[config.mk]
export PLATFORM = sky130hd
export DESIGN_NAME = fp_rsqrt_refine
export DESIGN_NICKNAME = d
export VERILOG_FILES = /design/src/rtl/fp32_pkg.sv /design/src/rtl/fp32_mul_trunc.sv /design/src/rtl/fp_rsqrt_refine.sv
export SDC_FILE = /design/constraint.sdc
export NUM_CORES = 2
export LEC_CHECK = 0
export CELL_PAD_IN_SITES_DETAIL_PLACEMENT = 2
export CELL_PAD_IN_SITES_GLOBAL_PLACEMENT = 2
export CORE_ASPECT_RATIO = 1.5
export CORE_MARGIN = 2
export CORE_UTILIZATION = 40
export CTS_BUF_LIST = sky130_fd_sc_hd__clkbuf_4
export DETAILED_ROUTE_END_ITERATION = 12
export PLACE_DENSITY = 0.8
export SLEW_MARGIN = 20
export SYNTH_ARGS = -nofsm -noshare
export SYNTH_HDL_FRONTEND = slang
export SYNTH_SLANG_ARGS = --single-unit
[constraint.sdc]
create_clock -name clk -period 15.6 [get_ports clk]
set_clock_uncertainty 0.15 [all_clocks]
set_input_delay 2.34 -clock clk [delete_from_list [all_inputs] [get_ports clk]]
set_output_delay 2.34 -clock clk [all_outputs]
set_load 0.05 [all_outputs]
[src/rtl/fp32_pkg.sv]
// FP32 field layout, special-value constants and the refinement FSM state type.
// Shared by the truncating multiplier and the rsqrt refinement stage.
// Also holds the special-operand classifier used when an operand is accepted.
package fp32_pkg;

    typedef struct packed {
        logic       sign;
        logic [7:0] exp;
        logic [22:0] man;
    } fp32_t;

    localparam logic [31:0] FP_ONEP5 = 32'h3FC00000;
    localparam logic [31:0] FP_QNAN  = 32'h7FC00000;
    localparam logic [31:0] FP_PINF  = 32'h7F800000;
    localparam logic [31:0] FP_NINF  = 32'h7F800000 | 32'h80000000;

    // 2^-24: smallest step of the Q2.24 subtractor, used when 1.5 - t would go <= 0
    localparam logic [31:0] FP_SB_CLAMP = 32'h33800000;

    typedef enum logic [2:0] {
        IDLE = 3'd0,
        SQ   = 3'd1,
        MH   = 3'd2,
        SB   = 3'd3,
        MY   = 3'd4,
        DONE = 3'd5
    } rsq_state_e;

    typedef struct packed {
        logic        hit;
        logic [31:0] val;
    } rsq_special_t;

    // Operands that never enter the Newton loop, with their final result.
    // Priority: NaN, zero/denormal (signed inf), +inf, any other negative.
    function automatic rsq_special_t rsq_special(input fp32_t x);
        rsq_special_t r;
        r.hit = 1'b1;
        r.val = FP_QNAN;
        if (x.exp == 8'hFF && x.man != 23'd0) begin
            r.val = {x.sign, x.exp, 1'b1, x.man[21:0]};
        end else if (x.exp == 8'd0) begin
            r.val = x.sign ? FP_NINF : FP_PINF;
        end else if (x.sign) begin
            r.val = FP_QNAN;
        end else if (x.exp == 8'hFF) begin
            r.val = 32'h0000_0000;
        end else begin
            r.hit = 1'b0;
        end
        return r;
    endfunction

endpackage

[src/rtl/fp32_mul_trunc.sv]
// Combinational FP32 multiply with truncated mantissa and flush-to-zero.
// Latency 0 (pure combinational; the caller registers the product).
// No handshake; result is valid whenever the operands are.
//   a, b : FP32 operands
//   p    : FP32 product (denormal inputs/outputs flushed to signed zero)
module fp32_mul_trunc
    import fp32_pkg::*;
(
    input  logic [31:0] a,
    input  logic [31:0] b,
    output logic [31:0] p
);

    fp32_t fa;
    fp32_t fb;
    logic [23:0] ma;
    logic [23:0] mb;
    logic [24:0] prod_hi;   // product bits [47:23]; lower bits are truncated away
    logic signed [9:0] e_sum;
    logic sgn;
    logic a_nan, b_nan, a_inf, b_inf, a_zero, b_zero;

    assign fa = a;
    assign fb = b;
    assign ma = {1'b1, fa.man};
    assign mb = {1'b1, fb.man};

    always_comb begin
        p       = 32'h0;
        sgn     = fa.sign ^ fb.sign;
        prod_hi = 25'(({24'd0, ma} * {24'd0, mb}) >> 23);
        e_sum   = $signed({2'b00, fa.exp}) + $signed({2'b00, fb.exp}) - 10'sd127
                  + $signed({9'd0, prod_hi[24]});
        a_nan   = (fa.exp == 8'hFF) && (fa.man != 23'd0);
        b_nan   = (fb.exp == 8'hFF) && (fb.man != 23'd0);
        a_inf   = (fa.exp == 8'hFF) && (fa.man == 23'd0);
        b_inf   = (fb.exp == 8'hFF) && (fb.man == 23'd0);
        a_zero  = (fa.exp == 8'd0);
        b_zero  = (fb.exp == 8'd0);

        if (a_nan || b_nan || (a_inf && b_zero) || (b_inf && a_zero)) begin
            p = FP_QNAN;
        end else if (a_inf || b_inf) begin
            p = {sgn, 8'hFF, 23'd0};
        end else if (a_zero || b_zero) begin
            p = {sgn, 31'd0};
        end else if (e_sum >= 10'sd255) begin
            p = {sgn, 8'hFF, 23'd0};
        end else if (e_sum <= 10'sd0) begin
            p = {sgn, 31'd0};
        end else begin
            p = {sgn, e_sum[7:0], prod_hi[24] ? prod_hi[23:1] : prod_hi[22:0]};
        end
    end

endmodule

[src/rtl/fp_rsqrt_refine.sv]
// Newton-Raphson refinement of an FP32 1/sqrt(a) estimate: y' = y*(1.5 - (a/2)*y*y).
// Latency accept->o_valid = 4*NITER+1 ce-cycles; special operands take 2.
// Non-pipelined: i_ready only in IDLE; o_valid/o held in DONE until o_ready.
//   clk, rst_n (async, active low), ce (global hold when low)
//   i_valid/i_ready, a, y0 : operand and its estimate
//   o_valid/o_ready, o     : refined result
//   busy                   : any state other than IDLE
module fp_rsqrt_refine
    import fp32_pkg::*;
#(
    parameter int NITER = 2,
    parameter int FPWID = 32
)
(
    input  logic             clk,
    input  logic             rst_n,
    input  logic             ce,
    input  logic             i_valid,
    output logic             i_ready,
    input  logic [FPWID-1:0] a,
    input  logic [FPWID-1:0] y0,
    output logic             o_valid,
    input  logic             o_ready,
    output logic [FPWID-1:0] o,
    output logic             busy
);

    localparam int CW = $clog2(NITER + 1);
    localparam logic [CW-1:0] ITER_LAST = CW'(NITER - 1);
    localparam logic [24:0] ONEP5_Q = 25'h180_0000;   // 1.5 in Q2.24

    generate
        if (FPWID != 32) begin : g_bad_fpwid
            $error("fp_rsqrt_refine: only FPWID=32 is supported");
        end
        if (NITER < 1 || NITER > 4) begin : g_bad_niter
            $error("fp_rsqrt_refine: NITER must be 1..4");
        end
    endgenerate

    rsq_state_e state, state_n;
    logic [31:0] y;
    logic [31:0] t;
    logic [31:0] xh;
    logic [31:0] o_r;
    logic [CW-1:0] iter;
    logic spec_r;

    fp32_t a_f;
    rsq_special_t spc;
    logic [31:0] xh_in;

    assign a_f = a;
    assign spc = rsq_special(a_f);
    // a/2 by exponent decrement; the smallest normal would become denormal, so it flushes
    assign xh_in = (a_f.exp == 8'd1) ? 32'h0 : {a_f.sign, a_f.exp - 8'd1, a_f.man};

    // Shared multiplier, operands selected by state
    logic [31:0] mul_a, mul_b, mul_p;

    always_comb begin
        mul_a = y;
        mul_b = y;
        case (state)
            MH:      begin mul_a = xh; mul_b = t; end
            MY:      begin mul_a = y;  mul_b = t; end
            default: ;
        endcase
    end

    fp32_mul_trunc u_mul (
        .a (mul_a),
        .b (mul_b),
        .p (mul_p)
    );

    // SB: r = 1.5 - t in unsigned Q2.24, renormalised to FP32.
    // sh = exp-126 is the left shift taking the 24-bit significand to Q2.24.
    fp32_t tf;
    logic signed [9:0] sh;
    logic [9:0]  amt;
    logic [24:0] fixed;
    logic [24:0] rdiff;
    logic [4:0]  lead;
    logic [22:0] rman;
    logic        clamp;
    logic [31:0] sb_res;

    assign tf = t;

    always_comb begin
        sh     = $signed({2'b00, tf.exp}) - 10'sd126;
        amt    = $unsigned(-sh);
        fixed  = 25'd0;
        clamp  = 1'b0;
        rdiff  = 25'd0;
        lead   = 5'd0;
        rman   = 23'd0;
        sb_res = FP_SB_CLAMP;
        // A negative t only arises from a negative operand, which never iterates
        if (tf.exp == 8'd0 || tf.sign) begin
            fixed = 25'd0;
        end else if (sh >= 10'sd2) begin
            clamp = 1'b1;                              // t >= 2, also inf/NaN
        end else if (sh == 10'sd1) begin
            fixed = {1'b1, tf.man, 1'b0};
        end else begin
            fixed = {1'b0, {1'b1, tf.man} >> amt};
        end
        if (fixed >= ONEP5_Q) begin
            clamp = 1'b1;
        end
        rdiff = ONEP5_Q - fixed;
        for (int i = 0; i < 25; i++) begin
            if (rdiff[i]) begin
                lead = 5'(i);
            end
        end
        // Leading one moved to bit 24 then dropped; one LSB is truncated when lead=24
        rman = 23'((rdiff << (5'd24 - lead)) >> 1);
        if (!clamp) begin
            sb_res = {1'b0, {3'b000, lead} + 8'd103, rman};
        end
    end

    // Next-state logic
    always_comb begin
        state_n = state;
        case (state)
            IDLE:    if (i_valid) state_n = SQ;
            SQ:      state_n = spec_r ? DONE : MH;
            MH:      state_n = SB;
            SB:      state_n = MY;
            MY:      state_n = (iter == ITER_LAST) ? DONE : SQ;
            DONE:    if (o_ready) state_n = IDLE;
            default: state_n = IDLE;
        endcase
    end

    always_ff @(posedge clk or negedge rst_n) begin
        if (!rst_n) begin
            state  <= IDLE;
            y      <= 32'h0;
            t      <= 32'h0;
            xh     <= 32'h0;
            o_r    <= 32'h0;
            iter   <= '0;
            spec_r <= 1'b0;
        end else if (ce) begin
            state <= state_n;
            case (state)
                IDLE: begin
                    if (i_valid) begin
                        spec_r <= spc.hit;
                        // special result parks in y and is copied out from SQ
                        y      <= spc.hit ? spc.val : y0;
                        xh     <= xh_in;
                        iter   <= '0;
                    end
                end
                SQ: begin
                    if (spec_r) begin
                        o_r <= y;
                    end else begin
                        t <= mul_p;
                    end
                end
                MH: t <= mul_p;
                SB: t <= sb_res;
                MY: begin
                    y    <= mul_p;
                    iter <= iter + CW'(1);
                    if (iter == ITER_LAST) begin
                        o_r <= mul_p;
                    end
                end
                default: ;
            endcase
        end
    end

    assign i_ready = (state == IDLE);
    assign o_valid = (state == DONE);
    assign busy    = (state != IDLE);
    assign o       = o_r;

endmodule

==> metrics.txt <==
M1 wire length 47,500 um; Syn Nets between 4,000 and 5,000; Ys Warns 0; Routed Antenna Nets 0; Worst slew margin 0.296; RSZ-0062 raised after global routing false; count leader, synth inv_1; Reg clk slew, reported paths about 0.15 ns; delay-heaviest family, CP adder cells; DRT Wirelength 140,000 um; Die Y 342 um; Final Setup Violations 0; DIE AREA 0.0784 mm2; antenna violations before repair 4; Async SR Flop Fraction 1.00; met2 WL post-DR 72,300 um; worst reg2reg setup slack 1.22 ns; post-layout min period 14.38 ns; Commonest cells post-synth inv_1, nand2_1, fa_1, nor2_1, ha_1; CP Capture Type register; top cell type's share of synthesized area 0.317; met3 routed WL 6640 um; status finished, final reports clean; RR Endpoint t[17]; Peak Freq 0.0695 GHz; grt total ovfl 0; Std-Cell Rows 124; Post-synth EDFFs 0; first drt pass iteration count 5; Worst Setup EP t[17]; DRC violations left 0; Storage cell area between 0.003 and 0.004 mm2; CP peak stage delay just over 0.8 ns; share of cells above drive strength 1 0.0661; Reg-to-Reg Start state[1]; cell taking the most area after synthesis fa_1; crit path max fanout 35; GRT Overall Usage 0.358; input/output buffers about 100; Starting Density 0.402; Mean Syn Cell Area 8.35 um2; Worst Path Required 16.02 ns; Die Wd between 200 and 250 um; Num CTS Buffers 17; CP arrival 14.80 ns; Slew Viols, Final 0; worst slew pin tran 1.05 ns; postcts setup bufs 0; most frequent CP cell fa_1; DR iter-0 viols 1,685; RD Place Congestion ~0.93; Gate Count Post-Synth about 3,600; Cell variety after synth 98; via count 28,338; first-pass GRT wire length about 210,000 um; fin nets ~4,400; filler cell count 8,560; reg2reg path depth 46; largest net degree at the start of global routing 69; Root Driver clkbuf_4; number of global-route vias before repair 32,717; highest routed layer met4; Final Hold Vio Count 0; Skew-Pair Late Insertion Delay 0.65 ns; average wire per standard cell between 20 and 30 um; Synth area leaders fa_1, dfrtp_1, ha_1, inv_1, nand2_1; Hold Path Class register to register; H-tree depth 4; Area growth syn-to-layout 7.98%; top_reg_cell synth dfrtp_1; Clock Path Buffers 2; CP Depth 46; Crit-path slowest cell nor4bb_1; CP Class register to register; via/cell ratio 6.07; CP bufs+invs 9; Final HPWL DP 115,000 um; area of the mapped netlist 0.0305 mm2; core footprint 0.0759 mm2; fin crit share 0.922; Clock Sinks approximately 130; sequential share of the synthesized area 0.110; area of the multi-input gates 0.0241 mm2; CTS Hold Buffers Added 0; # IOs 104; CTS tree built; post-cts gate resize count 0; max cap viols 0; setup TNS 0 ns; #FFs+latches synth 134; CP startpoint kind register; Critical Path Start state[1]
-- routing by layer --
metal	GRT usage	vias to the layer above
li1	-	11872
met1	0.368	14826
met2	0.655	1082
met3	0.0484	558
met4	0.281	0
met5	0	-
-- state kept, by name, summed over array words and instances (netlist names) --
| signal | cells |
|---|---|
| spec_r | 1 |
| state | 3 |
| t | 32 |
| o | 32 |
| iter | 2 |
| xh | 32 |
| y | 32 |
-- through the flow --
stage	util	hold WS [ns]	setup slack, ns	cell area [um2]	instances
floorplan	-	0.300	2.51	30500	3648
global placement	0.430	0.316	1.94	32600	4637
detailed placement	0.430	0.325	1.35	32600	4637
CTS	0.434	0.354	1.29	32900	4669
global route	0.434	0.384	0.379	32900	4671
finish	0.434	0.349	1.22	32900	4671
-- logic make-up (layout without fill, tap and decap cells) --
group	Yosys count	after routing	share of synthesized area
compound gates	581	581	0.133
fa+ha+maj	673	673	0.395
other cells	0	1	0
simple gates	1238	1238	0.180
xor+xnor	71	71	0.0207
flops	134	134	0.110
mux	141	141	0.0593
buf+inv	810	824	0.103
-- worst min path at each step --
| stage | endpoint | start | depth (start not counted) |
|---|---|---|---|
| after global placement | o[30] | o[30] | 2 |
| after floorplan | xh[24] | xh[24] | 2 |
| after detailed placement | o[30] | o[30] | 2 |
| final | o[30] | o[30] | 2 |
| after CTS | o[30] | o[30] | 2 |
| after global routing | o[30] | o[30] | 2 |
-- layout make-up --
cell class	instances	share of cell area
antenna	1	0.0000761
clock buffer	20	0.00456
clock inverter	12	0.00468
inverter	612	0.0698
multi-input combinational	2704	0.732
sequential	134	0.102
tap	1008	0.0383
timing repair buffer	180	0.0489
-- cell usage in the layout, fill, tap and decap left out, types with 21 or more instances in the layout --
master,n
a21oi_1,137
a22o_1,44
a22oi_1,27
a31oi_1,33
and2_1,36
buf_4,76
clkbuf_4,21
clkdlybuf4s50_1,102
dfrtp_1,134
fa_1,482
ha_1,191
inv_1,596
mux2_2,43
mux2i_1,64
mux4_2,27
nand2_1,500
nand2b_1,21
nand3_1,44
nand4_1,28
nor2_1,408
nor3_1,53
nor4_1,29
o21ai_0,108
xnor2_1,48
xor2_1,21
-- worst min-delay path, delay by kind of cell, from the launching register on --
family	cells	cell delay, ns
DFF	1	0.37
AOI/OAI and AO/OA	1	0.06
and+or+nand+nor	1	0.05
Power is not shown: default switching activity piles up to over one toggle a cycle in this logic, so the estimate is an artifact.
